--- src/rtl/types.sv ---
// Shared types for the trap controller slice.
// Holds the execution-result record offered to the trap controller, the
// exception code enum, the general-purpose register type, the trap FSM
// state enum, machine-mode CSR addresses and mstatus bit positions.
package types;

  typedef logic [31:0] gpreg;

  // Machine exception codes; the numeric value is what lands in mcause.
  typedef enum logic [3:0] {
    EX_INSTR_MISALIGNED = 4'd0,
    EX_INSTR_FAULT      = 4'd1,
    EX_ILLEGAL_INSTR    = 4'd2,
    EX_BREAKPOINT       = 4'd3,
    EX_LOAD_MISALIGNED  = 4'd4,
    EX_LOAD_FAULT       = 4'd5,
    EX_STORE_MISALIGNED = 4'd6,
    EX_STORE_FAULT      = 4'd7,
    EX_ECALL_U          = 4'd8,
    EX_ECALL_S          = 4'd9,
    EX_ECALL_M          = 4'd11
  } ex_type;

  typedef struct packed {
    logic   ex_valid;   // instruction raised an exception
    ex_type ex;         // exception code
    gpreg   ex_tval;    // trap value (bad address / instruction bits)
    logic   ret_valid;  // instruction is an MRET
  } exec_result;

  typedef enum logic [1:0] {
    IDLE     = 2'd0,
    FLUSH    = 2'd1,
    DRAIN    = 2'd2,
    REDIRECT = 2'd3
  } state_t;

  localparam logic [11:0] CSR_MSTATUS = 12'h300;
  localparam logic [11:0] CSR_MTVEC   = 12'h305;
  localparam logic [11:0] CSR_MEPC    = 12'h341;
  localparam logic [11:0] CSR_MCAUSE  = 12'h342;
  localparam logic [11:0] CSR_MTVAL   = 12'h343;

  localparam int MSTATUS_MIE_BIT  = 3;
  localparam int MSTATUS_MPIE_BIT = 7;

endpackage

--- src/rtl/trap_csr.sv ---
// Machine trap CSR file: mstatus (MIE/MPIE only), mtvec, mepc, mcause and,
// when the TRAP_MTVAL_EN macro is defined, mtval.
// Ports:
//   clk, rst                  clock, synchronous active-high reset
//   trap_take                 exception accepted this cycle
//   ret_take                  MRET accepted this cycle
//   trap_pc/cause/tval        exception details captured on trap_take
//   csr_addr/we/wdata         software CSR write port
//   csr_rdata                 combinational read data (unmapped -> 0)
//   mtvec, mepc               current values, used for redirect targets
// Hardware trap/return updates take priority over a software write to the
// same register in the same cycle.
module trap_csr
  import types::*;
(
  input  logic        clk,
  input  logic        rst,
  input  logic        trap_take,
  input  logic        ret_take,
  input  gpreg        trap_pc,
  input  ex_type      trap_cause,
  input  gpreg        trap_tval,
  input  logic [11:0] csr_addr,
  input  logic        csr_we,
  input  gpreg        csr_wdata,
  output gpreg        csr_rdata,
  output gpreg        mtvec,
  output gpreg        mepc
);

  logic mie_q;
  logic mpie_q;
  gpreg mtvec_q;
  gpreg mepc_q;
  gpreg mcause_q;
  logic hw_mstatus;

  // Either a trap or a return rewrites mstatus this cycle.
  assign hw_mstatus = trap_take | ret_take;

  always_ff @(posedge clk) begin
    if (rst) begin
      mie_q    <= 1'b0;
      mpie_q   <= 1'b0;
      mtvec_q  <= '0;
      mepc_q   <= '0;
      mcause_q <= '0;
    end else begin
      if (csr_we) begin
        case (csr_addr)
          CSR_MSTATUS: if (!hw_mstatus) begin
            mie_q  <= csr_wdata[MSTATUS_MIE_BIT];
            mpie_q <= csr_wdata[MSTATUS_MPIE_BIT];
          end
          CSR_MTVEC:  mtvec_q <= {csr_wdata[31:2], 2'b00};
          CSR_MEPC:   if (!trap_take) mepc_q <= {csr_wdata[31:2], 2'b00};
          CSR_MCAUSE: if (!trap_take) mcause_q <= csr_wdata;
          default: ;
        endcase
      end
      if (trap_take) begin
        mepc_q   <= {trap_pc[31:2], 2'b00};
        mcause_q <= {28'b0, trap_cause};
        mpie_q   <= mie_q;
        mie_q    <= 1'b0;
      end else if (ret_take) begin
        mie_q  <= mpie_q;
        mpie_q <= 1'b1;
      end
    end
  end

`ifdef TRAP_MTVAL_EN
  gpreg mtval_q;

  always_ff @(posedge clk) begin
    if (rst) begin
      mtval_q <= '0;
    end else if (trap_take) begin
      mtval_q <= trap_tval;
    end else if (csr_we && (csr_addr == CSR_MTVAL)) begin
      mtval_q <= csr_wdata;
    end
  end
`else
  // No mtval register in this build: reads as zero, trap value ignored.
  gpreg mtval_q;
  logic unused_tval;
  assign mtval_q     = '0;
  assign unused_tval = ^trap_tval;
`endif

  always_comb begin
    csr_rdata = '0;
    case (csr_addr)
      CSR_MSTATUS: begin
        csr_rdata[MSTATUS_MIE_BIT]  = mie_q;
        csr_rdata[MSTATUS_MPIE_BIT] = mpie_q;
      end
      CSR_MTVEC:  csr_rdata = mtvec_q;
      CSR_MEPC:   csr_rdata = mepc_q;
      CSR_MCAUSE: csr_rdata = mcause_q;
      CSR_MTVAL:  csr_rdata = mtval_q;
      default:    csr_rdata = '0;
    endcase
  end

  assign mtvec = mtvec_q;
  assign mepc  = mepc_q;

endmodule

--- src/rtl/trap_ctrl.sv ---
// Trap controller: accepts execution results, takes exceptions and MRETs,
// kills the pipeline, waits for it to drain and then redirects fetch.
// Optional feature: define TRAP_MTVAL_EN to implement the mtval CSR.
// Ports:
//   clk, rst                  clock, synchronous active-high reset
//   res_valid/res_ready       result handshake (transfer on valid && ready)
//   res, res_pc               execution result and its PC
//   flush                     pipeline kill request (FLUSH and DRAIN)
//   drained                   pipeline-empty acknowledgement
//   redirect_valid/pc         one-cycle fetch redirect strobe and target
//   csr_addr/we/wdata/rdata   CSR access port (combinational read)
//   dbg_state                 current FSM state for observation
// Handshake: a result transfers on a rising edge where res_valid and
// res_ready are both high; res_valid may be held with res_ready low and the
// offer is then simply not taken. res_ready depends only on state.
module trap_ctrl
  import types::*;
(
  input  logic        clk,
  input  logic        rst,
  input  logic        res_valid,
  output logic        res_ready,
  input  exec_result  res,
  input  gpreg        res_pc,
  output logic        flush,
  input  logic        drained,
  output logic        redirect_valid,
  output gpreg        redirect_pc,
  input  logic [11:0] csr_addr,
  input  logic        csr_we,
  input  gpreg        csr_wdata,
  output gpreg        csr_rdata,
  output state_t      dbg_state
);

  state_t state_q;
  state_t state_d;
  gpreg   target_q;
  gpreg   mtvec;
  gpreg   mepc;
  logic   accept;
  logic   take_ex;
  logic   take_ret;

  assign accept   = (state_q == IDLE) && res_valid;
  // An exception wins over a simultaneous return.
  assign take_ex  = accept && res.ex_valid;
  assign take_ret = accept && res.ret_valid && !res.ex_valid;

  // State register
  always_ff @(posedge clk) begin
    if (rst) state_q <= IDLE;
    else     state_q <= state_d;
  end

  // Redirect target is frozen at accept; later CSR writes do not move it.
  always_ff @(posedge clk) begin
    if (rst)           target_q <= '0;
    else if (take_ex)  target_q <= mtvec;
    else if (take_ret) target_q <= mepc;
  end

  // Next-state logic
  always_comb begin
    state_d = state_q;
    case (state_q)
      IDLE:     if (take_ex || take_ret) state_d = FLUSH;
      FLUSH:    state_d = DRAIN;
      DRAIN:    if (drained) state_d = REDIRECT;
      REDIRECT: state_d = IDLE;
      default:  state_d = IDLE;
    endcase
  end

  // Output logic
  always_comb begin
    res_ready      = 1'b0;
    flush          = 1'b0;
    redirect_valid = 1'b0;
    redirect_pc    = '0;
    case (state_q)
      IDLE:     res_ready = 1'b1;
      FLUSH:    flush = 1'b1;
      DRAIN:    flush = 1'b1;
      REDIRECT: begin
        redirect_valid = 1'b1;
        redirect_pc    = target_q;
      end
      default: ;
    endcase
  end

  assign dbg_state = state_q;

  trap_csr u_csr (
    .clk        (clk),
    .rst        (rst),
    .trap_take  (take_ex),
    .ret_take   (take_ret),
    .trap_pc    (res_pc),
    .trap_cause (res.ex),
    .trap_tval  (res.ex_tval),
    .csr_addr   (csr_addr),
    .csr_we     (csr_we),
    .csr_wdata  (csr_wdata),
    .csr_rdata  (csr_rdata),
    .mtvec      (mtvec),
    .mepc       (mepc)
  );

endmodule
--- config.mk ---
export PLATFORM = sky130hd
export DESIGN_NAME = trap_ctrl
export DESIGN_NICKNAME = d
export VERILOG_FILES = /design/src/rtl/types.sv /design/src/rtl/trap_csr.sv /design/src/rtl/trap_ctrl.sv
export SDC_FILE = /design/constraint.sdc
export NUM_CORES = 1
export LEC_CHECK = 0
export ABC_AREA = 1
export CAP_MARGIN = 20
export CELL_PAD_IN_SITES_DETAIL_PLACEMENT = 2
export CELL_PAD_IN_SITES_GLOBAL_PLACEMENT = 2
export CORE_ASPECT_RATIO = 0.7
export CORE_MARGIN = 4
export CORE_UTILIZATION = 27
export CTS_CLUSTER_DIAMETER = 120
export DETAILED_ROUTE_END_ITERATION = 8
export PLACE_DENSITY_LB_ADDON = 0.1
export SYNTH_ARGS = -nofsm -noshare
export SYNTH_HDL_FRONTEND = slang
export SYNTH_SLANG_ARGS = --single-unit
--- constraint.sdc ---
create_clock -name clk -period 3.05 [get_ports clk]
set_clock_uncertainty 0.15 [all_clocks]
set_input_delay 0.4575 -clock clk [delete_from_list [all_inputs] [get_ports clk]]
set_output_delay 0.4575 -clock clk [all_outputs]
set_load 0.005 [all_outputs]
======== After elaboration in Yosys (flattened, before gate mapping) ========
Cells that the tools add are included.
word-level totals
  register bits after elaboration ......... 128
  input bits .............................. 119
  output and inout bits ................... 69
  word-level logic and storage cells ...... 73
cells by class
  equal/unequal tests ..................... 11
  multiplexer cells ....................... 29
  bitwise gates (word level) .............. 1
  reduce and logical (&&, ||, !) cells .... 24
operators by type and width
  cell                                                    number
  two-way mux 32 bit                                      6
  case mux 24 bit (3 select lines)                        1
  equality test 12 x 10 -> 1 bit (second input constant)  4
  case mux 3 bit (3 select lines)                         2
  two-way mux 1 bit                                       12
  two-way mux 4 bit                                       3
  nonzero test 2 bit                                      6
  AND reduction 2 bit                                     5
  case mux 1 bit (4 select lines)                         2
  case mux 2 bit (4 select lines)                         1
  AND reduction 3 bit                                     2
  nonzero test 3 bit                                      2
  equality test 2 bit (second input constant)             2
  logical AND 1 bit                                       4
  two-way mux 2 bit                                       2
  != test 2 bit (second input constant)                   2
  OR reduction 2 bit                                      2
  != test 3 bit (second input constant)                   1
  equality test 2 x 1 -> 1 bit (second input constant)    1
  zero test 2 bit                                         1
  != test 2 x 1 -> 1 bit (second input constant)          1
  zero test 1 bit                                         1
  logical OR 1 bit                                        1
  bitwise OR 1 bit                                        1

======== Depth between registers and ports, before layout ========
Gate-level depths: netlist of the first run.
  depth after elaboration ................. 10
  mapped depth ............................ 10
  gate-level depth less buffers ........... 9

======== Modules after synthesis ========
A second synthesis of the first run with hierarchy kept.
second synthesis, totals
  cells, all modules ...................... 1155
  area, all modules ....................... 7090.6 µm²
modules (own cells, without submodules)
  module     times used  cells an instance  area each (µm²)  sequential area each (µm²)
  trap_csr   1           788                5018.6           1881.8
  trap_ctrl  1           367                2072.0           680.7

======== Worst setup path before layout of the first run ========
OpenSTA, ideal clock, no wires.
  kind .................................... input -> output
  from .................................... in csr_addr[11]
  to ...................................... out csr_rdata[0]
  arrival time ............................ 1.325 ns
  data required time ...................... 2.442 ns
  slack ................................... 1.118 ns
  stages on the path ...................... 8
  buffers on the path ..................... 2
  cells stage by stage .................... nor2_1 > nand2_2 > nor2_4 > and2_1 > buf_4 > buf_6 > inv_2 > nor2_1
on the way
  cells in the longest elaborated chain, start to end .. 2
  elaborated cells between the ends (all ways) .. 4
  classes of those cells .................. eq/ne (3); mux (1)
RTL lines
  what                               line             text
  start, declared                    trap_ctrl.sv:29  input logic [11:0] csr_addr,
  equality test 12 x 10 -> 1 bit     trap_csr.sv:95   case (csr_addr)
  case mux 3 bit (3 select lines) *  trap_csr.sv:95
  end, declared                      trap_ctrl.sv:32  output gpreg csr_rdata,
Every way passes the cells marked *; elsewhere a longest branch is shown, timed or not.

======== Worst setup path in the final report of the first run ========
  from .................................... in csr_addr[2]
  to ...................................... out csr_rdata[7]
on the way
  cells in the longest elaborated chain, start to end .. 2
  elaborated cells between the ends (all ways) .. 5
  classes of those cells .................. eq/ne (4); mux (1)
RTL lines
  what                               line
  equality test 12 x 10 -> 1 bit     trap_csr.sv:95
  case mux 1 bit (4 select lines) *  trap_csr.sv:95
Marked as above.

==> results of run 1 <==
-- synthesized netlist by cell type (2+ instances only) --
master and number:
nand4_1 4, clkbuf_1 26, ha_1 4, o211ai_1 28
inv_2 3, nor2_2 30, nand3_1 43, dfxtp_1 126
inv_1 110, buf_6 9, buf_4 5, o21ai_0 83
nand2_2 5, o21ai_1 38, nor2_1 39, nor2_4 4
a21oi_1 95, buf_2 28, nor3_2 2, nand3_2 3
nand2_1 270
-- cell type report --
type | count | area [sq um] | share of cell area
multi-input cells | 655 | 3140 | 0.347
flip-flops and latches | 126 | 2520 | 0.279
repair buffers | 186 | 1900 | 0.210
clock buffers | 20 | 447 | 0.0494
inverters | 114 | 430 | 0.0476
well taps | 312 | 390 | 0.0432
clock inverters | 12 | 209 | 0.0231
diodes | 1 | 2.50 | 0.000277
-- metal layers --
layer / up-vias / share of wire / global-route usage
met4: 0 / 0.012 / 0.0503
met3: 23 / 0.044 / 0.0395
met2: 142 / 0.44 / 0.333
met5: - / 0 / 0
met1: 3370 / 0.50 / 0.290
li1: 3344 / - / -
-- flip-flops by register name, summed over array words and instances (netlist names) --
register        count
dbg_state           2
target_q           30
u_csr.mcause_q     32
u_csr.mepc         30
u_csr.mie_q         1
u_csr.mpie_q        1
u_csr.mtvec        30
-- logic make-up (layout without fill, tap and decap cells) --
| group | Yosys count | in the layout | share of synthesized area |
|---|---|---|---|
| AOI/OAI and AO/OA | 245 | 245 | 0.202 |
| adders and majority gates | 4 | 4 | 0.00778 |
| buffers and inverters | 182 | 332 | 0.125 |
| DFF | 126 | 126 | 0.392 |
| other | 1 | 3 | 0.000583 |
| and+or+nand+nor | 404 | 404 | 0.273 |
-- how the worst max path moves through the flow --
stage | from | end | slack, ns | depth (start not counted)
after floorplan | csr_addr[11] | csr_rdata[0] | 1.12 | 8
after global placement | csr_addr[0] | csr_rdata[24] | -0.09 | 9
after detailed placement | csr_addr[5] | csr_rdata[24] | -0.14 | 10
after CTS | csr_addr[11] | csr_rdata[24] | -0.08 | 8
after global routing | csr_addr[9] | csr_rdata[7] | 0.02 | 10
final | csr_addr[2] | csr_rdata[7] | 0.1 | 9
-- cell usage in the layout, fill, tap and decap left out, types with 2 or more instances in the layout --
| cell type | instances |
|---|---|
| nand3_1 | 43 |
| clkinv_4 | 3 |
| buf_12 | 8 |
| inv_2 | 3 |
| nand2_2 | 7 |
| clkbuf_1 | 2 |
| dlygate4sd2_1 | 12 |
| nor2_2 | 32 |
| nand2_1 | 268 |
| nor2_1 | 37 |
| inv_6 | 2 |
| buf_4 | 27 |
| nor2_4 | 4 |
| nand3_2 | 2 |
| ha_1 | 3 |
| a21oi_1 | 95 |
| bufinv_16 | 5 |
| inv_1 | 109 |
| clkbuf_16 | 17 |
| dfxtp_1 | 126 |
| nand4_1 | 4 |
| o21ai_1 | 38 |
| dlymetal6s2s_1 | 19 |
| clkdlybuf4s50_1 | 119 |
| o211ai_1 | 28 |
| clkinvlp_4 | 2 |
| conb_1 | 2 |
| o21ai_0 | 83 |
-- power by group through the flow --
| stage | Clock [mW] | Combinational (mW) | Sequential [mW] |
|---|---|---|---|
| 5_1_grt | 2.42 | 1.19 | 1.87 |
| 4_1_cts | 2.34 | 1.08 | 1.85 |
| 2_1_floorplan | 0 | 0.568 | 1.86 |
| 3_5_place_dp | 0 | 1.06 | 1.89 |
| 3_3_place_gp | 0 | 1.03 | 1.88 |
| 6_report | 2.30 | 1.06 | 1.85 |
-- critical path: stages --
cell and delay, ns:
clkdlybuf4s50_1 0.41, inv_2 0.08, nand2_1 0.09, nor3_2 0.24
and2_4 0.23, buf_12 0.17, nand2_1 0.06, nand4_1 0.08
clkdlybuf4s50_1 0.51
-- through the flow --
step	setup TNS [ns]	power [mW]	hold WS [ns]	instances
3_5_place_dp	-1.89	2.95	0.291	1392
3_3_place_gp	-0.611	2.91	0.283	1392
4_1_cts	-0.0776	5.27	0.301	1424
6_report	0	5.21	0.298	1426
5_1_grt	0	5.48	0.321	1425
2_1_floorplan	0	2.43	0.273	963
-- timing repair --
| item | in CTS | in global routing |
|---|---|---|
| buffers inserted | 0 | 1 |
| endpoints found under the setup margin | 30 | 18 |
| resized for setup | 16 | 21 |
| pin swaps | 0 | 4 |
==> summary.txt, run 1 <==
Yosys
  – Number of synthesized flops with an enable pin: 0
  – Asr flop ratio synth: 0
  – Avg Inst Size Synth: 6.69 sq um
  – Top post-synthesis cells by area: dfxtp_1 (39%), nand2_1 (16%), a21oi_1 (7.4%)
  – Top cell type's share of synthesized area: 0.392
  – Ys flop type: dfxtp_1
  – Synthesized area: 6440 sq um
  – Synth Warn #: 0
  – #FFs+latches synth: 126
  – Sequential area share after synthesis: 0.392
  – Gate Count Post-Synth: 962
  – Leading area contributor after synthesis: dfxtp_1
  – Library cells used by synthesis: 28

Critical path
  – Worst Setup Start Kind: primary input
  – Worst path required time: 2.44 ns
  – Worst path arrival time: 2.35 ns
  – Reg-to-Reg End: u_csr.mepc[7]
  – Crit path kind: primary input to primary output
  – Worst Setup End Kind: primary output
  – Reg2reg setup slack: 0.72 ns
  – Reg2reg path depth: 9
  – Maximum fanout along the worst path: 16
  – RR Startpoint: dbg_state[0]

CTS
  – Root Buffer: clkbuf_16
  – Htree depth: 4
  – Sink Count: 126
  – CTS tree: done
  – Num CTS Buffers: 17
  – Clock-pin slew on the worst setup and hold paths: 0.06 ns
  – Cts hold-fix bufs: 0
  – Clk Latency, worst-skew pair: 0.42 ns
  – Clock Tree Buf Depth: 2

Drt
  – Drt via density: 4.82
  – Initial DRC count: 263
  – Drt wl/cell: 19.2 um
  – # DRC: 0
  – Via count: 6,879
  – Post-DRT Antenna Nets: 0
  – 1st-pass router iterations: 4
  – Total wire length: 27.4 mm

Global routing
  – Vias in the first global route: 7,385
  – Total GRT Usage: 0.208
  – Overflow after GRT: 0
  – Initial antenna violation count: 0
  – First-pass GRT wire length: 42.0 mm
  – Largest net degree at the start of global routing: 67

Timing
  – Setup ws final: 0.0967 ns
  – Fin crit share: 0.968
  – Minimum clock period: 2.95 ns
  – Peak Freq: 0.339 GHz
  – Final setup fails: 0
  – Slew margin rel.: 0.258
  – RSZ-0062 raised after global routing: no
  – Fin. Hold Viols: 0
  – Slew at the pin closest to its max-slew limit: 1.11 ns
  – Slew Viols, Final: 0

Placement
  – Post-placement cell area: 8330 sq um
  – Setup WS pre-CTS: -0.145 ns
  – Port bufs: 151
  – Hpwl dp: 18.4 mm
  – Final GP Congestion: 0.780

Layout
  – Fin nets: 1,223
  – Fill cells: 2,719
  – Fin util: 0.393
  – Layout cell share with drive strength beyond 1: 0.111
  – Final instance area: 9040 sq um
  – Area Growth Syn to Fin: 40.5%

Floorplan
  – Full die area: 26,400 sq um
  – CORE AREA: 23,000 sq um
  – DIE WIDTH: 193 um
  – Die Span Y: 137 um
  – Initial Utilization: 0.280
  – FP Rows: 46
  – Ports: 188

Min path
  – Hold path start: u_csr.mcause_q[26]
  – Hold path depth: 2
  – Worst Hold End: u_csr.mcause_q[26]
  – Hold Crit Class: flop to flop

Pwr
  – Switching Power: 1.55 mW
  – Pleak: 3.95 nW
  – Reg power frac: 0.355
  – VDD IR-drop max: 0.413 mV
  – Cell Pwr Density: 576 nW/um^2
  – Internal Pwr Total: 3.66 mW
  – Clock power share: 0.441
  – Switching share of power: 0.298
  – Logic pwr share: 0.203

Job
  – Max Cap Viol: 0

Outcome
  – Status: finished, final reports clean
Power figures use the tool's default switching activity.
==> inputs of run 2 (changes only) <==
==> constraint.sdc (replaced) <==
create_clock -name clk -period 3.05 [get_ports clk]
set_clock_uncertainty 0.15 [all_clocks]
set_input_delay 0.4575 -clock clk [delete_from_list [all_inputs] [get_ports clk]]
set_output_delay 0.4575 -clock clk [all_outputs]
set_load 0.05 [all_outputs]
==> run 2 against run 1 <==
Effect of this change:
- sequential cell count unchanged
- fmax decreased by 0.61%
- largest power group unchanged
- power increased by 0.13%
- critical path depth decreased by 1
- first-iteration DRC count increased by 29%
- clock-buffer cell count decreased by 1
- clock power decreased by 5%
- critical endpoint is now csr_rdata[13]
- worst hold slack got worse by 0.0015 ns
- largest cell class unchanged
- wire length increased by 2.3%
- critical path type unchanged
==> summary.txt, run 2 (same netlist as run 1, synthesis figures left out) <==
Timing
  – Worst hold margin: 0.296 ns
  – Peak Freq: 0.337 GHz
  – Slew Viols, Final: 0
  – Minimum clock period: 2.97 ns
  – Slew margin rel.: 0.437
  – RSZ-0062 raised after global routing: no
  – Final setup fails: 0
  – Fin crit share: 0.974
  – Fin. Hold Viols: 0
  – Setup ws final: 0.0787 ns
  – Slew at the pin closest to its max-slew limit: 0.845 ns
  – Setup Total Neg Slack: 0 ns

Critical path
  – CP max stage delay: 0.45 ns
  – RR Startpoint: dbg_state[0]
  – Reg2reg path depth: 10
  – Worst path required time: 2.44 ns
  – Worst Setup End Kind: primary output
  – CP cell instances: clkdlybuf4s50_1 > nor2_4 > nand3_2 > nor2_4 > nand2_2 > buf_4 > o211ai_1 > buf_12
  – Slowest cell on crit path: clkdlybuf4s50_1
  – Reg2reg setup slack: 0.72 ns
  – Worst path arrival time: 2.36 ns
  – Most frequent CP cell: nor2_4
  – Maximum fanout along the worst path: 12
  – Crit path kind: primary input to primary output
  – Reg-to-Reg End: u_csr.mie_q
  – Worst Setup Start Kind: primary input

CTS
  – Clock-pin slew on the worst setup and hold paths: 0.06 ns
  – Root Buffer: clkbuf_16
  – Sink Count: 126
  – Cts hold-fix bufs: 0
  – CTS tree: done
  – Num CTS Buffers: 17
  – Clock Tree Buf Depth: 2
  – Htree depth: 4
  – Clk Latency, worst-skew pair: 0.42 ns

Drt
  – Drt wl/cell: 19.7 um
  – Total wire length: 28.0 mm
  – Via count: 6,932
  – # DRC: 0
  – Drt via density: 4.87
  – 1st-pass router iterations: 4
  – Post-DRT Antenna Nets: 0
  – Initial DRC count: 339

Layout
  – Layout cell share with drive strength beyond 1: 0.163
  – Fin util: 0.398
  – Fill cells: 2,693
  – Most common library cell in the layout ignoring fill and taps: nand2_1
  – Top reg by flops: u_csr.mcause_q
  – Area Growth Syn to Fin: 42.4%
  – Max reg flops: 32
  – Fin nets: 1,221
  – Ant. Diodes: 0
  – Multi-input gate area: 3140 sq um
  – Register area: 2520 sq um
  – Most frequent cells in the layout: nand2_1 (268), dfxtp_1 (126), inv_1 (110)
  – Layout Cells excl Fill: 1,423

Job
  – Max Cap Viol: 0

Placement
  – Post-Place Cells: 1,389
  – Hpwl dp: 18.9 mm
  – Port bufs: 151
  – Final GP Congestion: 0.769
  – Setup WS pre-CTS: 0.107 ns

Min path
  – Hold path depth: 2
  – Hold path start: u_csr.mcause_q[10]
  – Worst Hold End: u_csr.mcause_q[10]
  – Hold Crit Class: flop to flop

Global routing
  – Vias in the first global route: 7,514
  – Largest net degree at the start of global routing: 67
  – Overflow after GRT: 0
  – Total GRT Usage: 0.216
  – Initial antenna violation count: 1
  – First-pass GRT wire length: 43.4 mm

Floorplan
  – FP Rows: 46
  – CORE AREA: 23,000 sq um
  – Die Span Y: 137 um
  – DIE WIDTH: 193 um
  – Full die area: 26,400 sq um
  – Initial Utilization: 0.280
  – Ports: 188

Pwr
  – Pleak: 3.73 nW
  – Cell Pwr Density: 570 nW/um^2
  – VDD IR-drop max: 0.352 mV

Outcome
  – Status: finished, final reports clean
[run 2: cell count changes in the layout (fill, tap and decap cells not counted), sizes merged, moves of 2 or more]
cell           change
dlymetal6s2s      -19
buf               +61
clkdlybuf4s50     -32
clkinv             +2
dlygate4sd2       -12
[run 2: where the power goes]
group          internal (mW)  leakage, nW  switching (mW)
sequential              1.77         1.02          0.0738
combinational          0.386         2.41           0.790
clock                   1.37        0.298           0.820
total                   3.53         3.73            1.68
[run 2: layout make-up]
type | instances | area share
Timing Repair Buffer | 184 | 0.225
Multi-Input combinational cell | 655 | 0.342
Tap cell | 312 | 0.0426
Inverter | 114 | 0.0467
Clock inverter | 13 | 0.0206
Sequential cell | 126 | 0.275
Clock buffer | 19 | 0.0472
[run 2: how the worst max path moves through the flow]
stage                       startpoint         endpoint  slack, ns  depth (start not counted)
final                      csr_addr[5]    csr_rdata[13]       0.08                          8
after global routing       csr_addr[3]    csr_rdata[24]       0.01                          9
after CTS                  csr_addr[0]    csr_rdata[13]       0.08                          9
after detailed placement   csr_addr[1]    csr_rdata[24]       0.11                         10
after global placement    csr_addr[11]    csr_rdata[13]       0.12                          8
after floorplan           dbg_state[1]  redirect_pc[10]       0.47                          4
[run 2: layer usage]
| layer | up-vias | GRT usage | wire (um) |
|---|---|---|---|
| li1 | 3342 | - | - |
| met1 | 3425 | 0.310 | 14100 |
| met2 | 149 | 0.344 | 12300 |
| met3 | 14 | 0.0403 | 1430 |
| met4 | 2 | 0.0352 | 165 |
| met5 | - | 0 | 11 |
[run 2: worst max-delay path: cells and delay by family]
kind	cells	cell delay (ns)
compound gates	1	0.45
simple gates	4	0.56
buf+inv	3	0.87
[run 2: repair_timing]
item,4_1_cts,5_1_grt
endpoints found under the setup margin,0,3
buffers inserted,0,1
resized for setup,0,3
[run 2: metrics by stage]
stage,cell area (sq um),power (mW)
final,9160,5.22
after global routing,9160,5.49
after CTS,9120,5.29
after detailed placement,8500,3.06
after global placement,8500,3.03
after floorplan,6440,2.56
==> inputs of run 3 (changes only) <==
--- a/config.mk
+++ b/config.mk
@@ -13,6 +13,7 @@
 export CORE_MARGIN = 4
 export CORE_UTILIZATION = 27
 export CTS_CLUSTER_DIAMETER = 120
+export CTS_CLUSTER_SIZE = 16
 export DETAILED_ROUTE_END_ITERATION = 8
 export PLACE_DENSITY_LB_ADDON = 0.1
 export SYNTH_ARGS = -nofsm -noshare
==> results of run 3 <==
The final DEF is identical to that of run 2; final timing and power are the same.
